$ cat src/rtl/free_list_pkg.sv
// Shared constants and types for the physical-register free list.
package free_list_pkg;

  localparam int unsigned N_WAY      = 2;
  localparam int unsigned N_PHYS_REG = 64;
  localparam int unsigned N_ARCH_REG = 32;
  localparam int unsigned CDB_BITS   = $clog2(N_PHYS_REG);
  localparam int unsigned N_FREE     = N_PHYS_REG - N_ARCH_REG;
  localparam int unsigned PTR_BITS   = $clog2(N_FREE);
  localparam int unsigned CNT_BITS   = $clog2(N_FREE + 1);
  localparam int unsigned AVAIL_BITS = $clog2(N_WAY) + 1;

  typedef logic [CDB_BITS-1:0]   tag_t;
  typedef logic [PTR_BITS-1:0]   fl_ptr_t;
  typedef logic [CNT_BITS-1:0]   fl_cnt_t;
  typedef logic [CNT_BITS:0]     fl_sum_t;
  typedef logic [AVAIL_BITS-1:0] avail_t;

  // Advance a buffer pointer with explicit wrap; depth need not be a power of two.
  // Offsets never exceed N_FREE, so a single conditional subtract suffices.
  function automatic fl_ptr_t ptr_add(fl_ptr_t ptr, fl_cnt_t off);
    fl_sum_t sum;
    sum = fl_sum_t'(ptr) + fl_sum_t'(off);
    if (sum >= fl_sum_t'(N_FREE)) begin
      sum = sum - fl_sum_t'(N_FREE);
    end
    return fl_ptr_t'(sum);
  endfunction

endpackage

$ cat src/rtl/free_list_if.sv
// Retire/dispatch tag interface of the free list.
interface free_list_if;
  import free_list_pkg::*;

  logic   [N_WAY-1:0] retire_valid;
  tag_t   [N_WAY-1:0] retire_told;
  logic   [N_WAY-1:0] dispatch_req;
  tag_t   [N_WAY-1:0] free_tag;
  logic   [N_WAY-1:0] free_valid;
  avail_t             free_avail;
  logic               overflow_err;

  // Master: ROB retire + dispatch side.
  modport master (
    output retire_valid, retire_told, dispatch_req,
    input  free_tag, free_valid, free_avail, overflow_err
  );

  // Slave: the free list itself.
  modport slave (
    input  retire_valid, retire_told, dispatch_req,
    output free_tag, free_valid, free_avail, overflow_err
  );

endinterface

$ cat src/rtl/free_list_compact.sv
// Grants requests in slot order up to an available count and reports each
// granted slot's compacted offset plus the total number granted.
module free_list_compact
  import free_list_pkg::*;
(
  input  logic    [N_WAY-1:0] req,
  input  fl_cnt_t             avail,
  output logic    [N_WAY-1:0] grant,
  output fl_cnt_t [N_WAY-1:0] offset,
  output fl_cnt_t             total
);

  // Prefix count of granted slots; once avail is reached every later request is refused.
  always_comb begin
    fl_cnt_t cnt;
    cnt    = '0;
    grant  = '0;
    offset = '0;
    for (int k = 0; k < N_WAY; k++) begin
      offset[k] = cnt;
      if (req[k] && (cnt < avail)) begin
        grant[k] = 1'b1;
        cnt      = cnt + fl_cnt_t'(1);
      end
    end
    total = cnt;
  end

endmodule

$ cat src/rtl/free_list.sv
// Physical-register free list: circular buffer of free tags, N_WAY pops to
// dispatch and N_WAY pushes from retire per cycle.
module free_list
  import free_list_pkg::*;
(
  input logic          clock,
  input logic          reset,
  free_list_if.slave   fl
);

  tag_t    entry_q [N_FREE];
  fl_ptr_t head_q, head_d;
  fl_ptr_t tail_q, tail_d;
  fl_cnt_t count_q, count_d;
  logic    overflow_q, overflow_d;

  logic    [N_WAY-1:0] pop_grant;
  fl_cnt_t [N_WAY-1:0] pop_off;
  fl_cnt_t             pop_num;
  logic    [N_WAY-1:0] push_req;
  logic    [N_WAY-1:0] push_grant;
  fl_cnt_t [N_WAY-1:0] push_off;
  fl_cnt_t             push_num;
  fl_cnt_t             push_room;

  free_list_compact u_pop (
    .req    (fl.dispatch_req),
    .avail  (count_q),
    .grant  (pop_grant),
    .offset (pop_off),
    .total  (pop_num)
  );

  free_list_compact u_push (
    .req    (push_req),
    .avail  (push_room),
    .grant  (push_grant),
    .offset (push_off),
    .total  (push_num)
  );

  // Qualify pushes (told 0 means no destination) and derive next pointers/count.
  always_comb begin
    for (int k = 0; k < N_WAY; k++) begin
      push_req[k] = fl.retire_valid[k] && (fl.retire_told[k] != '0);
    end
    // Pops free space before pushes claim it, so a full list can still accept.
    push_room  = fl_cnt_t'(N_FREE) - count_q + pop_num;
    head_d     = ptr_add(head_q, pop_num);
    tail_d     = ptr_add(tail_q, push_num);
    count_d    = count_q - pop_num + push_num;
    overflow_d = overflow_q | (|(push_req & ~push_grant));
  end

  // Grant outputs straight from pre-edge state; forced quiet while in reset.
  always_comb begin
    fl.free_valid = '0;
    fl.free_tag   = '0;
    for (int k = 0; k < N_WAY; k++) begin
      if (pop_grant[k] && !reset) begin
        fl.free_valid[k] = 1'b1;
        fl.free_tag[k]   = entry_q[ptr_add(head_q, pop_off[k])];
      end
    end
    fl.free_avail   = (count_q >= fl_cnt_t'(N_WAY)) ? avail_t'(N_WAY) : avail_t'(count_q);
    fl.overflow_err = overflow_q;
  end

  // Pointer, count and sticky overflow registers.
  always_ff @(posedge clock or posedge reset) begin
    if (reset) begin
      head_q     <= '0;
      tail_q     <= '0;
      count_q    <= fl_cnt_t'(N_FREE);
      overflow_q <= 1'b0;
    end else begin
      head_q     <= head_d;
      tail_q     <= tail_d;
      count_q    <= count_d;
      overflow_q <= overflow_d;
    end
  end

  // Entry storage; reset preloads every non-architectural tag.
  always_ff @(posedge clock or posedge reset) begin
    if (reset) begin
      for (int i = 0; i < N_FREE; i++) begin
        entry_q[i] <= tag_t'(N_ARCH_REG + i);
      end
    end else begin
      for (int k = 0; k < N_WAY; k++) begin
        if (push_grant[k]) begin
          entry_q[ptr_add(tail_q, push_off[k])] <= fl.retire_told[k];
        end
      end
    end
  end

endmodule
$ cat src/flat_wrapper.sv
// flat-port wrapper written by rule: the top's interface ports become plain ports
module free_list_flat import free_list_pkg::*;
  (clock, reset, fl_retire_valid, fl_retire_told, fl_dispatch_req, fl_free_tag, fl_free_valid, fl_free_avail, fl_overflow_err);
  free_list_if fl_i ();
  input logic clock;
  input logic reset;
  input wire logic [$bits(fl_i.retire_valid)-1:0] fl_retire_valid;
  input wire logic [$bits(fl_i.retire_told)-1:0] fl_retire_told;
  input wire logic [$bits(fl_i.dispatch_req)-1:0] fl_dispatch_req;
  output wire logic [$bits(fl_i.free_tag)-1:0] fl_free_tag;
  output wire logic [$bits(fl_i.free_valid)-1:0] fl_free_valid;
  output wire logic [$bits(fl_i.free_avail)-1:0] fl_free_avail;
  output wire logic [$bits(fl_i.overflow_err)-1:0] fl_overflow_err;
  assign fl_i.retire_valid = fl_retire_valid;
  assign fl_i.retire_told = fl_retire_told;
  assign fl_i.dispatch_req = fl_dispatch_req;
  assign fl_free_tag = fl_i.free_tag;
  assign fl_free_valid = fl_i.free_valid;
  assign fl_free_avail = fl_i.free_avail;
  assign fl_overflow_err = fl_i.overflow_err;
  free_list u_core (.clock(clock), .reset(reset), .fl(fl_i));
endmodule
$ cat config.mk
export PLATFORM = sky130hd
export DESIGN_NAME = free_list_flat
export DESIGN_NICKNAME = d
export VERILOG_FILES = /design/src/rtl/free_list_pkg.sv /design/src/rtl/free_list_if.sv /design/src/rtl/free_list_compact.sv /design/src/rtl/free_list.sv /design/src/flat_wrapper.sv
export SDC_FILE = /design/constraint.sdc
export NUM_CORES = 1
export LEC_CHECK = 0
export CAP_MARGIN = 10
export CORE_MARGIN = 3
export CORE_UTILIZATION = 60
export CTS_CLUSTER_SIZE = 25
export DETAILED_ROUTE_END_ITERATION = 12
export GPL_TIMING_DRIVEN = 0
export PLACE_DENSITY = 0.75
export SETUP_SLACK_MARGIN = 0.4
export SLEW_MARGIN = 30
export SYNTH_ARGS = -nofsm -noshare
export SYNTH_HDL_FRONTEND = slang
export SYNTH_SLANG_ARGS = --single-unit
$ cat constraint.sdc
create_clock -name clock -period 13.4 [get_ports clock]
set_input_delay 2.68 -clock clock [delete_from_list [all_inputs] [get_ports clock]]
set_output_delay 2.68 -clock clock [all_outputs]
set_load 0.03 [all_outputs]
* Word level (Yosys, flattened, before mapping) *
Index checks and enable logic that the tools add are counted.

word-level totals
  bits in registers = 209
  bits of input ports = 18

operators by class
  add/subtract/negate cells = 16
  order comparisons = 17
  multiplexer cells = 37
  bitwise gates (word level) = 7
  reduce and logical (&&, ||, !) cells = 14

operators by type and width
  kind                 number
  $bwmux 192           2
  $mux 192             2
  $bmux 6 s5           2
  $demux 6 s5          2
  $mux 6               10
  $mux 5               10
  $ge 6x6->1 const B   6
  $sub 5x1->5 const B  6
  $not 5->6            4
  $add 5x6->7          2
  $ge 7x6->1 const B   2
  $add 5x1->6          2
  $add 6x1->6 const B  2
  $add 6x6->6          2
  $ge 5x6->1 const B   2
  $lt 1x6->1 const A   2
  $lt 6x1->1 const B   2
  $lt 6x6->1           2
  $reduce_bool 6->1    2
  $logic_and 1x1->1    10
  $mux 1               8
  $ge 6x2->1 const B   1
  $sub 6x6->6          1
  $sub 6x6->6 const A  1
  6 further kinds      6

* Logic depth before layout (Yosys ltp) *
Gate-level depths: netlist (run 1).

  depth after elaboration = 21
  mapped depth = 26
  depth with buffers taken out = 25

* Hierarchy *
Synthesis (run 1) repeated with hierarchy kept, for this count alone.

unflattened totals
  cell total of the unflattened synthesis = 1,710
  area total of the unflattened synthesis = 16,126.7 sq um

by module, submodules not included
  module             times used  cells an instance  area an instance (sq um)  seq. area each (sq um)
  free_list          1           1,664              15,776.4                  5,371.4
  free_list_compact  2           23                 175.2                     0.0

* Least setup slack after synthesis (run 1) *
Ideal clock, no wire load.

  path type = input to output
  start = input reset
  end = output fl_free_tag[0]
  arrival = 8.421 ns
  path slack = 2.299 ns
  stages = 3
  buffers on the path = 0
  cell sequence = inv_1 nand2_1 nor2_1

on the way
  word-level cells in the longest chain between the ends = 3

ends and longest elaborated chain
  item               RTL line            source
  from (decl)        flat_wrapper.sv:6   input logic reset;
  $logic_not 1->1    free_list.sv:60     if (pop_grant[k] && !reset) begin
  $logic_and 1x1->1  free_list.sv:60
  $mux 6             free_list.sv:60
  to (decl)          flat_wrapper.sv:10  output wire logic [$bits(fl_i.free_tag)-1:0] fl_free_tag;

No other way between the ends.

* Worst setup path in the final report (run 1) *
  start = input fl_dispatch_req[0]
  end = output fl_free_tag[7]

on the way
  word-level cells in the longest chain between the ends = 11
  elaborated cells on any way between the ends = 16

ends and longest elaborated chain
  item                                              RTL line                                  source
  from (decl)                                       flat_wrapper.sv:9                         input wire logic [$bits(fl_i.dispatch_req)-1:0] fl_dispatch_req;
  $logic_and 1x1->1 *                               free_list_compact.sv:21                   if (req[k] && (cnt < avail)) begin
  $mux 1 *                                          free_list_compact.sv:21
  $add 5x1->6                                       free_list_pkg.sv:23                       sum = fl_sum_t'(ptr) + fl_sum_t'(off);
  $sub 5x1->5 / $ge 6x6->1 (equally long branches)  free_list_pkg.sv:25, free_list_pkg.sv:24
  $mux 5                                            free_list_pkg.sv:24                       if (sum >= fl_sum_t'(N_FREE)) begin
  $mux 5                                            free_list.sv:60
  $not 5->6 (implied by the code)                   free_list.sv:62                           fl.free_tag[k] = entry_q[ptr_add(head_q, pop_off[k])];
  $bmux 6 s5                                        free_list.sv:62
  $mux 6 (implied by the code) (2 in series)        free_list.sv:62
  $mux 6 *                                          free_list.sv:60

Every way passes the cells marked *; elsewhere a longest branch is shown, timed or not. The select of a mux whose other input is x is not followed.

==> flow_metrics.env, run 1 <==
export IMPL_met1_length_mm=17.2
export IMPL_core_mm2=0.0238
export IMPL_max_slew_worst_pin_slew_ns=1.06
export IMPL_rows=56
export IMPL_post_route_min_period_ns=10.05
export IMPL_vias_per_cell=7.02
export IMPL_critPathLaunchType="input port"
export IMPL_vias=11800
export IMPL_min_path_type="register to register"
export IMPL_syn_nets=1324
export IMPL_htreeDepth=1
export IMPL_start_util_pct=61.9
export IMPL_status="completed"
export IMPL_reg2regPathDepth=20
export IMPL_finalCritPeriodShare_pct=75.0
export IMPL_p_leak_uw=0.00669
export IMPL_ys_seq_elements=209
export IMPL_syn_avg_cell_area_um2=11.5
export IMPL_grt_pass1_vias=12000
export IMPL_holdPathEnd="u_core.fl.overflow_err"
export IMPL_die_area_mm2=0.0265
export IMPL_clockBufferDepth=3
export IMPL_skew_ns=0.0138
export IMPL_met2_length_mm=21.7
export IMPL_synthToLayoutAreaGrowth_pct=11.3
export IMPL_crit_required_ns=10.72
export IMPL_drc=0
export IMPL_synthArstFlopShare_pct=100
export IMPL_wire_per_inst_um=28.7
export IMPL_cp_end_kind="primary output"
export IMPL_grt_first_pass_wirelength_mm=73.5
export IMPL_hold_buffers=0
export IMPL_place_hpwl_mm=35.2
export IMPL_slew_headroom_pct=29.0
export IMPL_track_usage_pct=37.2
export IMPL_top_layer="met5"
export IMPL_rsz0062_at_grt="false"
export IMPL_die_x_um=163
export IMPL_overflow=0
export IMPL_io_buffers=34
export IMPL_drtAntennaViolNets=0
export IMPL_cap_violations=0
export IMPL_drtPass1Iterations=6
export IMPL_die_h_um=163
export IMPL_hold_path_depth=1
export IMPL_yosys_warnings=0
export IMPL_postCtsSetupRepairBufs=0
export IMPL_cp_max_fo=10
export IMPL_worstHoldStart="u_core.fl.overflow_err"
export IMPL_cts_tree="yes"
export IMPL_gp_congestion=1.03
export IMPL_cts_made_buffers=25
export IMPL_arrival_ns=7.37
export IMPL_synth_cells=1279
export IMPL_yosys_area_top_type="dfstp_2"
export IMPL_clock_root_buffer="clkbuf_16"
export IMPL_drive_gt1_share_pct=39.0
export IMPL_regToRegEndpoint="u_core.entry_q[81]"
export IMPL_drv_slew=0
export IMPL_num_io_pins=35
export IMPL_wl_mm=48.3
export IMPL_grt_max_degree=79
export IMPL_synth_top_area_share_pct=20.1
export IMPL_worst_slack_ns=3.35
export IMPL_yosysSeqAreaShare_pct=36.4
export IMPL_wl_met3_mm=6.29
export IMPL_synthFlopType="dfstp_2"
export IMPL_peakVddDrop_uv=156
export IMPL_fillers=1749
export IMPL_hold_violations=0
export IMPL_synth_area_leaders="dfstp_2, mux4_2, dfrtp_1, mux2_2, o22ai_1"
export IMPL_syn_area_mm2=0.0147
export IMPL_drt_iter0_drc=1584
export IMPL_antenna_found_initial=3
export IMPL_powerDensity_mw_per_mm2=297
export IMPL_placed_area_mm2=0.0156
export IMPL_finalSetupViolCount=0
export IMPL_r2r_start="u_core.count_q[3]"
export IMPL_critPathKind="input port to primary output"
export IMPL_holdWs_ns=0.479
export IMPL_clock_latency_ns=0.54
export IMPL_nets=1389
export IMPL_clkTransAtPathRegs_ns=0.05
export IMPL_cts_resized=0
export IMPL_pre_cts_slack_ns=3.52
export IMPL_fmax_mhz=99.5
export IMPL_design_area_mm2=0.0164
export IMPL_reg2reg_slack_ns=6.64
export IMPL_cts_sinks=209
export IMPL_synth_cell_type_count=50
export IMPL_synth_edff_count=0
## cells in the mapped netlist, drive strengths merged (2+ instances only)
library cell	n
nor2	31
clkbuf	57
and2	3
nor4	2
nand3b	2
nand3	42
ha	26
nand2b	3
dfstp	113
nor2b	8
dfrtp	96
a21o	3
xor2	10
nand2	28
or3	24
o31a	2
a211o	3
mux4	120
or4	3
o22ai	144
and3	10
o211ai	2
mux2i	12
o21bai	2
nor3	10
a21oi	33
xnor2	9
o32ai	2
inv	162
a31o	2
buf	35
mux2	240
o21ai	27
o31ai	2
## report_power, final
| group | switching (µW) | internal (µW) | total [µW] |
|---|---|---|---|
| clock | 284 | 408 | 692 |
| combinational | 1480 | 1360 | 2840 |
| sequential | 264 | 1080 | 1350 |
## critical path: stages
cell and delay, ns:
clkdlybuf4s50_1 0.41, o21ai_0 0.07, inv_1 0.19, ha_1 0.26, ha_1 0.33, buf_1 0.58
buf_1 0.86, mux4_2 0.50, mux4_2 0.54, mux2i_1 0.20, nor2_1 0.08, clkdlybuf4s50_1 0.63
## cells by family (layout without fill, tap and decap cells)
group	count (synthesis)	in the layout	synth area share [%]
compound gates	229	229	10.2
buf+inv	254	338	6.68
simple gates	169	169	5.80
flops	209	209	36.4
xor+xnor	19	19	1.13
other cells	0	2	0
fa+ha+maj	27	27	2.34
mux	372	372	37.5
## worst max path at each step
stage | from | end | slack, ns
2_1_floorplan | reset | fl_free_tag[0] | 2.30
3_3_place_gp | reset | fl_free_tag[7] | -2.73
3_5_place_dp | fl_dispatch_req[0] | fl_free_tag[7] | 3.52
4_1_cts | fl_dispatch_req[0] | fl_free_tag[7] | 3.50
5_1_grt | fl_dispatch_req[0] | fl_free_tag[7] | 3.32
6_report | fl_dispatch_req[0] | fl_free_tag[7] | 3.35
## through the flow
stage          util, %  power (µW)  TNS (ns)  cells
3_3_place_gp      65.0        3970    -23.04   1632
4_1_cts           68.8        4790         0   1681
6_report          68.9        4880         0   1684
3_5_place_dp      65.4        4080         0   1635
5_1_grt           68.9        5090         0   1682
2_1_floorplan        -        3260         0   1279
## metal layers
metal / track usage (%) / up-vias
li1: - / 4939
met1: 48.9 / 5830
met2: 56.3 / 819
met3: 11.2 / 220
met4: 19.1 / 6
met5: 0 / -
## flip-flops by register name, summed over array words and instances, names as in the netlist
register	cells
u_core.count_q	6
u_core.entry_q	192
u_core.fl.overflow_err	1
u_core.head_q	5
u_core.tail_q	5
## cell type report
class | instances | area (µm²) | area share, %
clock inverter | 6 | 65.1 | 0.396
timing repair buffer | 38 | 410 | 2.50
buffer | 92 | 385 | 2.35
antenna | 2 | 5.00 | 0.0305
clock buffer | 40 | 762 | 4.64
sequential | 209 | 5370 | 32.7
tap | 319 | 399 | 2.43
multi-input combinational | 816 | 8410 | 51.2
inverter | 162 | 616 | 3.75
## placed cells by master, fill, tap and decap left out, types with 4 or more instances in the layout
cell and count:
mux2_2 200, inv_1 161, o22ai_1 144, mux4_2 120, dfstp_2 113, dfrtp_1 96
clkbuf_1 63, nand3_1 42, mux2_1 40, clkdlybuf4s50_1 34, a21oi_1 33, nor2_1 31
nand2_1 28, ha_1 26, clkbuf_16 25, or3_1 24, buf_2 22, o21ai_2 18
mux2i_1 12, xor2_1 10, and3_1 10, o21ai_0 9, nor3_1 9, xnor2_1 9
buf_1 8, nor2b_1 8, clkbuf_8 8, buf_4 4, clkbuf_2 4
No activity file was read; power rests on OpenSTA's default activity.
==> run 2, diff against run 1 <==
- CORE_UTILIZATION: 60 -> 57
- PLACE_DENSITY: 0.75 -> 0.74
- clock period: 13.4 -> 9.2 ns (I/O delays scaled with it)
==> run 2 against run 1 <==
  * Register-to-register slack lost 4.0 ns
  * Sequential share of layout area shrank 0.54 points
  * First-iteration DRC count shrank 10%
  * Clock-buffer cell count shrank 4
  * Core utilization shrank 3.0 points
  * Critical path depth is the same
  * Final cell count grew 0.95%
  * Clock skew shrank 0.0042 ns
  * Critical path type unchanged
  * Flip-flop and latch count is the same
  * Highest routed layer is now met4
==> flow_metrics.env, run 2 (same netlist as run 1, synthesis figures left out) <==
export IMPL_reg_top3="u_core.entry_q: 192 flops, u_core.count_q: 6 flops"
export IMPL_regToRegEndpoint="u_core.entry_q[140]"
export IMPL_reg2reg_slack_ns=2.61
export IMPL_io_buffers=34
export IMPL_crit_required_ns=7.36
export IMPL_most_common_layout_cells="mux2_2, inv_1, o22ai_1"
export IMPL_ff_latch_area_mm2=0.00537
export IMPL_swShare_pct=40.6
export IMPL_max_slew_worst_pin_slew_ns=1.01
export IMPL_vias_per_cell=6.89
export IMPL_clkTransAtPathRegs_ns=0.06
export IMPL_core_mm2=0.0253
export IMPL_arrival_ns=6.50
export IMPL_fin_util_pct=65.9
export IMPL_fmax_mhz=120
export IMPL_clock_root_buffer="clkbuf_16"
export IMPL_critPathLaunchType="input port"
export IMPL_crit_buf_inv=5
export IMPL_drtAntennaViolNets=0
export IMPL_powerDensity_mw_per_mm2=436
export IMPL_cp_slowest_stage_delay_ns=0.80
export IMPL_hold_violations=0
export IMPL_num_io_pins=35
export IMPL_status="completed"
export IMPL_finalCritPeriodShare_pct=90.7
export IMPL_cp_max_fo=10
export IMPL_hold_buffers=0
export IMPL_critPathKind="input port to primary output"
export IMPL_die_area_mm2=0.0278
export IMPL_peakVddDrop_uv=234
export IMPL_crit_family="buffers and inverters"
export IMPL_cp_end_kind="primary output"
export IMPL_drv_slew=0
export IMPL_track_usage_pct=34.9
export IMPL_rsz0062_at_grt="false"
export IMPL_vias=11700
export IMPL_start_util_pct=58.2
export IMPL_drtPass1Iterations=8
export IMPL_p_clk_share_pct=16.3
export IMPL_r2r_start="u_core.count_q[2]"
export IMPL_grt_pass1_vias=12100
export IMPL_gp_congestion=1.00
export IMPL_cp_startpoint="fl_dispatch_req[0]"
export IMPL_synthToLayoutAreaGrowth_pct=13.2
export IMPL_pwr_share_seq_pct=26.9
export IMPL_cts_made_buffers=26
export IMPL_multi_input_comb_area_mm2=0.00841
export IMPL_post_route_min_period_ns=8.34
export IMPL_drc=0
export IMPL_overflow=0
export IMPL_slew_headroom_pct=32.7
export IMPL_die_h_um=167
export IMPL_worstSetupEndpoint="fl_free_tag[7]"
export IMPL_antenna_found_initial=1
export IMPL_largest_register_ffs=192
export IMPL_top_register="u_core.entry_q"
export IMPL_wl_mm=48.6
export IMPL_min_path_type="register to register"
export IMPL_grt_max_degree=31
export IMPL_p_comb_share_pct=56.8
export IMPL_wire_per_inst_um=28.6
export IMPL_path_depth=12
export IMPL_htreeDepth=1
export IMPL_p_switching_uw=2950
export IMPL_rows=58
export IMPL_p_leak_uw=0.00680
export IMPL_finalSetupViolCount=0
export IMPL_cts_tree="yes"
export IMPL_pre_cts_slack_ns=1.01
export IMPL_clockBufferDepth=3
export IMPL_worstPathCellList="clkdlybuf4s50_1 -> o21ai_0 -> inv_1 -> ha_1 -> ha_1 -> buf_1 -> buf_1 -> mux4_2 -> mux4_2 -> mux2i_1 -> nor2_1 -> clkdlybuf4s50_1"
export IMPL_postCtsSetupRepairBufs=0
export IMPL_die_x_um=167
export IMPL_clock_latency_ns=0.54
export IMPL_cp_slowest_cell="buf_1"
export IMPL_mostFrequentLayoutCell="mux2_2"
export IMPL_nets=1394
export IMPL_worstHoldStart="u_core.fl.overflow_err"
export IMPL_cts_sinks=209
export IMPL_place_hpwl_mm=35.9
export IMPL_reg2regPathDepth=19
export IMPL_cap_violations=0
export IMPL_skew_ns=0.00959
export IMPL_total_power_uw=7280
export IMPL_internal_power_uw=4330
export IMPL_cts_resized=0
export IMPL_drt_iter0_drc=1421
export IMPL_worst_slack_ns=0.855
export IMPL_grt_first_pass_wirelength_mm=73.6
export IMPL_drive_gt1_share_pct=39.4
export IMPL_fillers=1905
## run 2: layout make-up
class	instances	share of cell area [%]
Multi-Input combinational cell	816	50.4
Sequential cell	209	32.2
Clock buffer	36	4.49
Inverter	162	3.66
Timing Repair Buffer	42	3.09
Tap cell	330	2.47
Buffer	92	2.32
Clock inverter	11	1.41
Antenna cell	2	0.0300
## run 2: stage by stage
stage          TNS [ns]  hold slack (ns)  instances  instance area (µm²)
4_1_cts               0            0.529       1698                16700
3_5_place_dp          0            0.502       1651                15700
3_3_place_gp     -22.55            0.515       1643                15500
5_1_grt               0            0.541       1698                16700
6_report              0            0.534       1700                16700
2_1_floorplan         0            0.543       1279                14800
## run 2: power groups by stage
stage,Combinational [µW],Sequential (µW),Clock (µW)
global placement,3900,1910,0
CTS,4030,1940,1190
floorplan,2940,1820,0
detailed placement,4010,1950,0
finish,4140,1960,1180
global route,4350,2020,1230
## run 2: metal layers
metal / vias up / global-route usage, % / share of wire (%)
met5: - / 0 / 0
met4: 0 / 16.2 / 5.6
met3: 176 / 11.0 / 13
met2: 772 / 53.4 / 45
met1: 5806 / 45.9 / 37
li1: 4956 / - / -
## run 2: worst min-delay path by stage
stage | cells after the start | end
2_1_floorplan | 1 | u_core.head_q[0]
3_3_place_gp | 1 | u_core.fl.overflow_err
3_5_place_dp | 1 | u_core.fl.overflow_err
4_1_cts | 1 | u_core.fl.overflow_err
5_1_grt | 1 | u_core.fl.overflow_err
6_report | 1 | u_core.fl.overflow_err
